### config.mk
export PLATFORM = sky130hd
export DESIGN_NAME = ksa_pg_stage
export DESIGN_NICKNAME = d
export VERILOG_FILES = /design/src/rtl/ksa_pg_stage.sv
export SDC_FILE = /design/constraint.sdc
export NUM_CORES = 1
export LEC_CHECK = 0
export ABC_AREA = 1
export BUFFER_PORTS_ARGS = -buffer_cell sky130_fd_sc_hd__buf_2
export CAP_MARGIN = 20
export CORE_ASPECT_RATIO = 1.2
export CORE_MARGIN = 2
export CORE_UTILIZATION = 25
export DETAILED_ROUTE_END_ITERATION = 6
export GPL_TIMING_DRIVEN = 0
export HOLD_SLACK_MARGIN = 0.02
export PLACE_DENSITY = 0.54
export SYNTH_ARGS = -nofsm -noshare
export SYNTH_HDL_FRONTEND = slang
export SYNTH_SLANG_ARGS = --single-unit
### constraint.sdc
create_clock -name clk -period 1.28 [get_ports clk]
set_input_delay 0.064 -clock clk [delete_from_list [all_inputs] [get_ports clk]]
set_output_delay 0.064 -clock clk [all_outputs]
set_load 0.01 [all_outputs]
### src/rtl/ksa_pg_stage.sv
// Kogge-Stone pre-processing stage: registered propagate/generate with cin folded into g[0],
// behind a valid/ready handshake with a 2-entry skid buffer. Optional KSA_PG_SUB_EN adds a subtract input.
module ksa_pg_stage #(
  parameter int unsigned WIDTH = 16
) (
  input  logic             clk,
  input  logic             rst,
  input  logic             in_valid,
  output logic             in_ready,
  input  logic [WIDTH-1:0] a,
  input  logic [WIDTH-1:0] b,
  input  logic             cin,
`ifdef KSA_PG_SUB_EN
  input  logic             sub,
`endif
  output logic             out_valid,
  input  logic             out_ready,
  output logic [WIDTH-1:0] p_out,
  output logic [WIDTH-1:0] g_out,
  output logic             cin_out
);

  typedef enum logic [1:0] {EMPTY, ONE, FULL} state_t;

  state_t             state, state_nxt;
  logic [WIDTH-1:0]   b_eff, p_in, g_in;
  logic               cin_eff;
  logic [WIDTH-1:0]   skid_p, skid_g;
  logic               skid_cin;
  logic               in_xfer, out_xfer;
  logic               load_main, load_skid, skid_to_main;

  always_comb begin
`ifdef KSA_PG_SUB_EN
    b_eff   = sub ? ~b : b;
    cin_eff = sub | cin;
`else
    b_eff   = b;
    cin_eff = cin;
`endif
    p_in    = a ^ b_eff;
    g_in    = a & b_eff;
    // cin folded into bit 0 so the prefix tree has no separate carry-in path
    g_in[0] = g_in[0] | (p_in[0] & cin_eff);
  end

  assign out_valid = (state != EMPTY);
  assign in_xfer   = in_valid & in_ready;
  assign out_xfer  = out_valid & out_ready;

  always_comb begin
    state_nxt    = state;
    load_main    = 1'b0;
    load_skid    = 1'b0;
    skid_to_main = 1'b0;
    unique case (state)
      EMPTY: begin
        if (in_xfer) begin
          state_nxt = ONE;
          load_main = 1'b1;
        end
      end
      ONE: begin
        if (in_xfer && out_xfer) begin
          load_main = 1'b1;
        end else if (in_xfer) begin
          state_nxt = FULL;
          load_skid = 1'b1;
        end else if (out_xfer) begin
          state_nxt = EMPTY;
        end
      end
      FULL: begin
        if (out_xfer) begin
          state_nxt    = ONE;
          skid_to_main = 1'b1;
        end
      end
      default: state_nxt = EMPTY;
    endcase
  end

  always_ff @(posedge clk) begin
    if (rst) begin
      state    <= EMPTY;
      in_ready <= 1'b0;
      p_out    <= '0;
      g_out    <= '0;
      cin_out  <= 1'b0;
      skid_p   <= '0;
      skid_g   <= '0;
      skid_cin <= 1'b0;
    end else begin
      state    <= state_nxt;
      // registered from next state so in_ready never depends combinationally on out_ready
      in_ready <= (state_nxt != FULL);
      if (load_main) begin
        p_out   <= p_in;
        g_out   <= g_in;
        cin_out <= cin_eff;
      end else if (skid_to_main) begin
        p_out   <= skid_p;
        g_out   <= skid_g;
        cin_out <= skid_cin;
      end
      if (load_skid) begin
        skid_p   <= p_in;
        skid_g   <= g_in;
        skid_cin <= cin_eff;
      end
    end
  end

endmodule

After elaboration in Yosys (flattened, before gate mapping)
Cells that the tools add are included.
W data, S select, Z words.
{ "op_classes": {"n_addsub": 0, "multipliers": 0, "div": 0, "n_lt_le_gt_ge": 0, "eq_ne": 3, "shift": 0, "mux": 19, "n_bitwise": 6, "reduce_logical": 4} }
{ "op_table": {"columns": ["operator", "count"], "rows": [
  ["$mux W16", 4],
  ["$and A16 B16 Y16", 1],
  ["$xor A16 B16 Y16", 1],
  ["$mux W2", 5],
  ["$mux W1", 8],
  ["$pmux W2 S3", 1],
  ["$reduce_bool A2 Y1", 2],
  ["$and A1 B1 Y1", 3],
  ["$eq A2 B1 Y1 const B", 1],
  ["$eq A2 B2 Y1 const B", 1],
  ["$logic_not A2 Y1", 1],
  ["$ne A2 B2 Y1 const B", 1],
  ["$pmux W1 S2", 1],
  ["$logic_and A1 B1 Y1", 1],
  ["$or A1 B1 Y1", 1]
]} }
{ "word_totals": {"ff_bits": 69, "latch_bits": 0, "ramBits": 0, "romBits": 0, "out_inout_bits": 35, "word_cells": 40, "memories": 0} }

Depth between registers and ports, before layout
Gate-level depths: netlist of the first run.
{ "depth": {"word_depth": 7, "ltp_mapped": 9, "ltp_nobuf": 8} }

Least setup slack after synthesis of the first run
No wires, ideal clock.
{ "synth_path": {"path_type": "reg-to-reg", "start": "reg in_ready", "end": "reg skid_g[13]", "t_arrival_ns": 1.213, "required_ns": 1.161, "path_slack_ns": -0.052, "stages_incl_launch_ff": 8, "n_path_buf": 2, "synth_period_minus_slack_ns": 1.332, "cell_sequence": "dfxtp_1 nand2_1 nor2_4 nand3_1 buf_4 buf_6 o21ai_0 a21oi_1"} }
{ "synth_between": {"elab_chain_cells": 4, "word_cells_on_any_way": 5} }
{ "synth_lines": {"columns": ["item", "line", "source"], "rows": [
  ["start, declared", "9", "output logic in_ready,"],
  ["start signal, assigned", "96", "in_ready <= (state_nxt != FULL);"],
  ["$and A1 B1 Y1 (*)", "48", "assign in_xfer = in_valid & in_ready;"],
  ["$mux W1 or $logic_and A1 B1 Y1 (tied branches)", "66, 64", null],
  ["$mux W1 (*)", "64", "if (in_xfer && out_xfer) begin"],
  ["$mux W1 (*)", "56", "unique case (state)"],
  ["end signal, assigned", "108", "skid_g <= g_in;"],
  ["end, declared", "28", "logic [WIDTH-1:0] skid_p, skid_g;"]
]} }
Mark *: on every way between the ends. The rest lies on a longest branch, timed or not.
A chain may end at the register's enable or synchronous reset.

Final worst setup path of the first run
{ "layout_path": {"start": "reg state[1]", "end": "reg skid_p[7]"} }
{ "layout_between": {"elab_chain_cells": 5, "word_cells_on_any_way": 6} }
{ "layout_lines": {"columns": ["item", "line", "source"], "rows": [
  ["start, declared", "25", "state_t state, state_nxt;"],
  ["start signal, assigned", "94", "state <= state_nxt;"],
  ["$reduce_bool A2 Y1", "47", "assign out_valid = (state != EMPTY);"],
  ["$and A1 B1 Y1", "49", "assign out_xfer = out_valid & out_ready;"],
  ["$logic_and A1 B1 Y1", "64", null],
  ["$mux W1", "64", null],
  ["$mux W1 (*)", "56", null],
  ["end signal, assigned", "107", "skid_p <= p_in;"],
  ["end, declared", "28", null]
]} }
Marks and branches as above.

==> results of run 1 <==
-- synthesized netlist by cell type (3+ instances only) --
| library cell | count |
|---|---|
| buf_2 | 11 |
| clkbuf_1 | 7 |
| nand2_1 | 105 |
| inv_1 | 68 |
| ha_1 | 16 |
| nand3_1 | 67 |
| o21ai_1 | 5 |
| buf_4 | 4 |
| nor2_1 | 3 |
| a21oi_1 | 34 |
| dfxtp_1 | 69 |
| buf_6 | 4 |
| o21ai_0 | 29 |
-- timing repair --
action,4_1_cts,5_1_grt
buffers inserted,6,0
cloned,1,0
resized for setup,25,29
pin swaps,4,0
endpoints found under the hold margin,3,0
hold buffers,1,0
setup endpoints to repair,65,67
-- worst max path at each step --
stage / from / slack, ns / end / cells after the start
6_report: state[1] / -0.03 / skid_p[7] / 6
5_1_grt: state[0] / -0.1 / p_out[5] / 9
4_1_cts: state[1] / 0.002 / skid_p[0] / 6
3_5_place_dp: in_ready / -0.19 / skid_p[7] / 7
3_3_place_gp: in_ready / -0.21 / p_out[3] / 7
2_1_floorplan: in_ready / 0.004 / skid_g[13] / 7
-- per-layer routing --
metal | track usage [%] | wire (um) | up-vias
li1 | - | - | 1551
met1 | 16.54 | 4017 | 1391
met2 | 25.15 | 4873 | 63
met3 | 2.672 | 330 | 16
met4 | 6.656 | 214 | 0
met5 | 0 | 0 | -
-- where the power goes --
part	leakage [uW]	internal [uW]	switching (uW)	total [uW]
Combinational	0.00140	305	428	733
Clock	0.000163	1900	943	2840
Sequential	0.000562	2230	54.7	2290
Total	0.00213	4440	1430	5870
-- layout make-up --
cell class	count	area, um2	share of cell area (%)
buffer	26	182.7	4.277
sequential	69	1390	32.54
clock inverter	6	111.4	2.607
timing repair buffer	79	450.4	10.54
tap	161	201.4	4.716
clock buffer	10	229.0	5.360
multi-input combinational	265	1441	33.74
inverter	70	265.3	6.210
-- layout by cell type, fill, tap and decap left out, types with 2 or more instances in the layout --
master / count
a21oi_1: 32
a21oi_2: 2
buf_12: 2
buf_2: 79
buf_4: 8
buf_6: 8
bufinv_16: 3
clkbuf_1: 5
clkbuf_16: 9
clkbuf_4: 3
dfxtp_1: 66
dfxtp_4: 2
ha_1: 16
inv_1: 68
nand2_1: 98
nand2_2: 5
nand2_4: 2
nand3_1: 63
nand3_2: 4
nor2_1: 3
o21ai_0: 20
o21ai_1: 5
o21ai_2: 8
-- state kept, by name, indices dropped and copies added, names as in the netlist --
signal	cells
in_ready	1
state	2
skid_g	16
cin_out	1
skid_p	16
p_out	16
g_out	16
skid_cin	1
-- logic make-up (layout without fill, tap and decap cells) --
family          count (synthesis)  after routing  synth area share, %
compound gates                 69             69                11.08
fa+ha+maj                      16             16                6.380
buf+inv                        96            191                13.36
flops                          69             69                44.02
simple gates                  180            180                25.16
-- worst max-delay path: cells and delay by family (launching register included) --
kind                   cells  cell delay (ns)
and+or+nand+nor            1             0.13
buffers and inverters      2             0.30
AOI/OAI and AO/OA          3             0.39
DFF                        1             0.37
-- metrics by stage --
stage          worst slack, ns  power [uW]
5_1_grt               -0.09817        6069
3_3_place_gp           -0.2120        2979
2_1_floorplan         0.004279        2708
4_1_cts               0.002046        5876
3_5_place_dp           -0.1889        2986
6_report              -0.03435        5867
==> results_dict.tcl, run 1 <==
set metrics [dict create \
    cts_tree "done" \
    min_period_ns 1.314 \
    place_inst 662 \
    power_density_nw_per_um2 1373 \
    viasPerCell 4.404 \
    finalWorstSetupSlack_ns -0.03435 \
    placed_cell_area_um2 3702 \
    critPathSlowestCell "dfxtp_4" \
    final_hold_viol_count 0 \
    max_slew_margin_pct 57.95 \
    postRouteAntennaNets 0 \
    start_util_pct 25.79 \
    reg2reg_depth 6 \
    coreArea_um2 12170 \
    synth_seq_area_share_pct 44.02 \
    cap_violations 0 \
    rsz0062_at_grt "yes" \
    worst-endpoint-arrival_ns 1.53 \
    synthTopCellsByArea "dfxtp_1 44%, nand2_1 13%, nand3_1 11%, inv_1 8.1%, ha_1 6.4%" \
    setup_violations 14 \
    antenna_cells 0 \
    hold_path_startpoint "in_valid" \
    drive_gt1_share_pct 27.62 \
    worstMarginPinSlew_ns 0.6308 \
    clk_latency_ns 0.34 \
    peakVddDrop_v 0.0006432 \
    syn2layout_area_growth_pct 36.12 \
    synth_cell_types 20 \
    r2r-start "state[1]" \
    die_width_um 106.3 \
    cp-end-kind "flip-flop" \
    io_pins 72 \
    synthArstFlopShare_pct 0 \
    ys_warn_count 0 \
    drc 0 \
    io_buffers 71 \
    hp-class "in2reg" \
    crit_top_cell "buf_6" \
    max-clock-path-buffers 2 \
    synth.net_count 483 \
    synth_top_area_share_pct 44.02 \
    post-dp-hpwl_um 6985 \
    clockRootBuffer "clkbuf_16" \
    status "finished with violations" \
    start_kind "flip-flop" \
    fin_tns_setup_ns -0.1791 \
    grt.total_usage_pct 14.26 \
    overflow 0 \
    timing.rr.end "skid_p[7]" \
    r2r_slack_ns -0.03 \
    nFillCells 1266 \
    synthCells 430 \
    first_pass_iters 4 \
    crit_chain "o21ai_4 -> nand3_2 -> buf_6 -> buf_6 -> o21ai_2 -> a21oi_2" \
    die_h_um 126.7 \
    routed-via-count 3021 \
    critPathMaxStageDelay_ns 0.37 \
    grt_max_degree 13 \
    critical_path_class "reg2reg" \
    fin_crit_sh_pct 102.7 \
    violations "setup timing" \
    cts_sinks 69 \
    dieArea_um2 13470 \
    cts_max_level 3 \
    hold_slack_ns 0.07542 \
    whs_path_depth 4 \
    routabilityCongestion 0.8434 \
    routedWlPerCell_um 13.75 \
    required_ns 1.50 \
    slew_viol_final 0 \
    max_freq_mhz 760.8 \
    fin_cells 686 \
    wl_um 9435 \
    p_leak_uw 0.002128 \
    synth_largest_area_cell "dfxtp_1" \
    grt_pass1_wl_um 14900 \
    post-route-cell-area_um2 4272 \
    skew_ns 0.005576 \
    ys_ff_latch 69 \
    first_global_vias 2955 \
    drtIter0Drc 124 \
    whs_endpoint "state[0]" \
    utilization_pct 35.11 \
    grt_antenna_before_repair 0 \
    cts-buffers-inserted 9 \
    syn_avg_cell_area_um2 7.298 \
    path_clk_slew_ns 0.05 \
    synth.cell_area_um2 3138 \
    synth_edf_count 0 \
    crit_fanout 10 \
    synthFlopType "dfxtp_1" \
    nets 573 \
    placementRows 44 \
]
No activity file was read; power rests on OpenSTA's default activity.
==> inputs of run 2 (changes only) <==
==> constraint.sdc (replaced) <==
create_clock -name clk -period 1.28 [get_ports clk]
set_input_delay 0.064 -clock clk [delete_from_list [all_inputs] [get_ports clk]]
set_output_delay 0.064 -clock clk [all_outputs]
set_load 0.005 [all_outputs]
==> results_dict.tcl, run 2 (synthesized netlist as in run 1, its figures left out) <==
set metrics [dict create \
    status "finished with violations" \
    violations "setup timing" \
    hold_path_startpoint "cin" \
    routabilityCongestion 0.8241 \
    clockRootBuffer "clkbuf_16" \
    postRouteAntennaNets 0 \
    whs_endpoint "skid_cin" \
    syn2layout_area_growth_pct 39.79 \
    fin_cells 687 \
    cts_tree "done" \
    critical_path_class "reg2reg" \
    finalWorstSetupSlack_ns -0.04279 \
    final_cell_mix "94 x nand2_1, 74 x buf_2, 68 x inv_1" \
    r2r_slack_ns -0.04 \
    skew_ns 0.005391 \
    timing.rr.end "skid_p[7]" \
    worst-endpoint-arrival_ns 1.55 \
    power_density_nw_per_um2 1173 \
    rsz0062_at_grt "yes" \
    first_global_vias 2943 \
    io_pins 72 \
    setup_violations 16 \
    start_kind "flip-flop" \
    slew_viol_final 0 \
    cap_violations 0 \
    start_util_pct 25.79 \
    drive_gt1_share_pct 31.18 \
    hp-class "in2reg" \
    p_leak_uw 0.002167 \
    cts_sinks 69 \
    placed_cell_area_um2 3701 \
    max-clock-path-buffers 2 \
    placementRows 44 \
    grt.total_usage_pct 14.62 \
    wl_um 9662 \
    post-route-cell-area_um2 4387 \
    peakVddDrop_v 0.0005576 \
    utilization_pct 36.06 \
    overflow 0 \
    first_pass_iters 4 \
    die_width_um 106.3 \
    post-dp-hpwl_um 6926 \
    r2r-start "state[0]" \
    viasPerCell 4.547 \
    fin_crit_sh_pct 103.3 \
    final_common_cell "nand2_1" \
    grt_pass1_wl_um 15120 \
    crit_fanout 10 \
    clk_latency_ns 0.33 \
    coreArea_um2 12170 \
    required_ns 1.50 \
    max_slew_margin_pct 55.82 \
    grt_antenna_before_repair 0 \
    routed-via-count 3124 \
    routedWlPerCell_um 14.06 \
    path_clk_slew_ns 0.05 \
    io_buffers 71 \
    whs_path_depth 3 \
    cts_max_level 3 \
    dieArea_um2 13470 \
    grt_max_degree 11 \
    drtIter0Drc 110 \
    cts-buffers-inserted 9 \
    reg2reg_depth 6 \
    cp-end-kind "flip-flop" \
    die_h_um 126.7 \
    fin_tns_setup_ns -0.3898 \
    drc 0 \
    nets 580 \
    min_period_ns 1.323 \
    antenna_cells 0 \
    place_inst 662 \
    max_freq_mhz 756.0 \
    worstMarginPinSlew_ns 0.6627 \
    final_hold_viol_count 0 \
]
-- run 2: cell types whose count changed in the layout (fill, tap and decap cells not counted), moves of 9 or more --
cell | previous run | this run
o21ai_1 | 5 | 15
buf_4 | 8 | 17
a21oi_1 | 32 | 20
o21ai_0 | 20 | 7
a21oi_2 | 2 | 14
-- run 2: worst max-delay path by stage --
stage | endpoint | cells past startpoint | slack [ns] | start
6_report | skid_p[7] | 6 | -0.04 | state[0]
5_1_grt | skid_p[7] | 6 | -0.11 | state[0]
4_1_cts | p_out[10] | 9 | -0.02 | state[1]
3_5_place_dp | p_out[5] | 7 | -0.23 | in_ready
3_3_place_gp | p_out[3] | 7 | -0.19 | in_ready
2_1_floorplan | skid_g[13] | 7 | 0.002 | in_ready
-- run 2: report_power, final --
group / internal (uW) / total (uW) / switching [uW]
logic: 350 / 796 / 445
registers: 2240 / 2290 / 54.9
clock network: 1240 / 2060 / 820
total: 3820 / 5140 / 1320
-- run 2: per-stage QoR --
stage / power (uW) / hold slack (ns) / setup slack [ns]
6_report: 5144 / 0.06517 / -0.04279
5_1_grt: 5368 / 0.09930 / -0.1142
4_1_cts: 5120 / 0.07191 / -0.01612
3_5_place_dp: 2973 / 0.2836 / -0.2308
3_3_place_gp: 2964 / 0.2805 / -0.1870
2_1_floorplan: 2687 / 0.1331 / 0.002087
-- run 2: per-layer routing --
metal | global-route usage, % | vias to the layer above | part of all wire, %
li1 | - | 1556 | -
met1 | 16.77 | 1484 | 41
met2 | 25.75 | 70 | 53
met3 | 3.700 | 14 | 4.7
met4 | 5.960 | 0 | 2.0
met5 | 0 | - | 0
-- run 2: layout make-up --
cell class	count	area, um2
fillers	1261	7780
multi-input cells	265	1528
flip-flops and latches	69	1390
repair buffers	87	531.8
inverters	70	267.8
plain buffers	25	237.7
clock buffers	9	225.2
well taps	161	201.4
clock inverters	1	5.005
-- run 2: timing repair --
action,in CTS,in global routing
hold buffers,1,0
setup endpoints to repair,66,63
gates cloned,1,1
gates resized for setup,32,82
hold endpoints to repair,3,0
pin swaps,4,4
setup buffers,9,4
-- run 2: worst max-delay path, stage by stage (launching register included) --
cell and delay [ns]:
dfxtp_4 0.38, o21ai_4 0.22, nand3_4 0.14, buf_8 0.16
buf_12 0.14, o21ai_2 0.13, a21oi_2 0.04
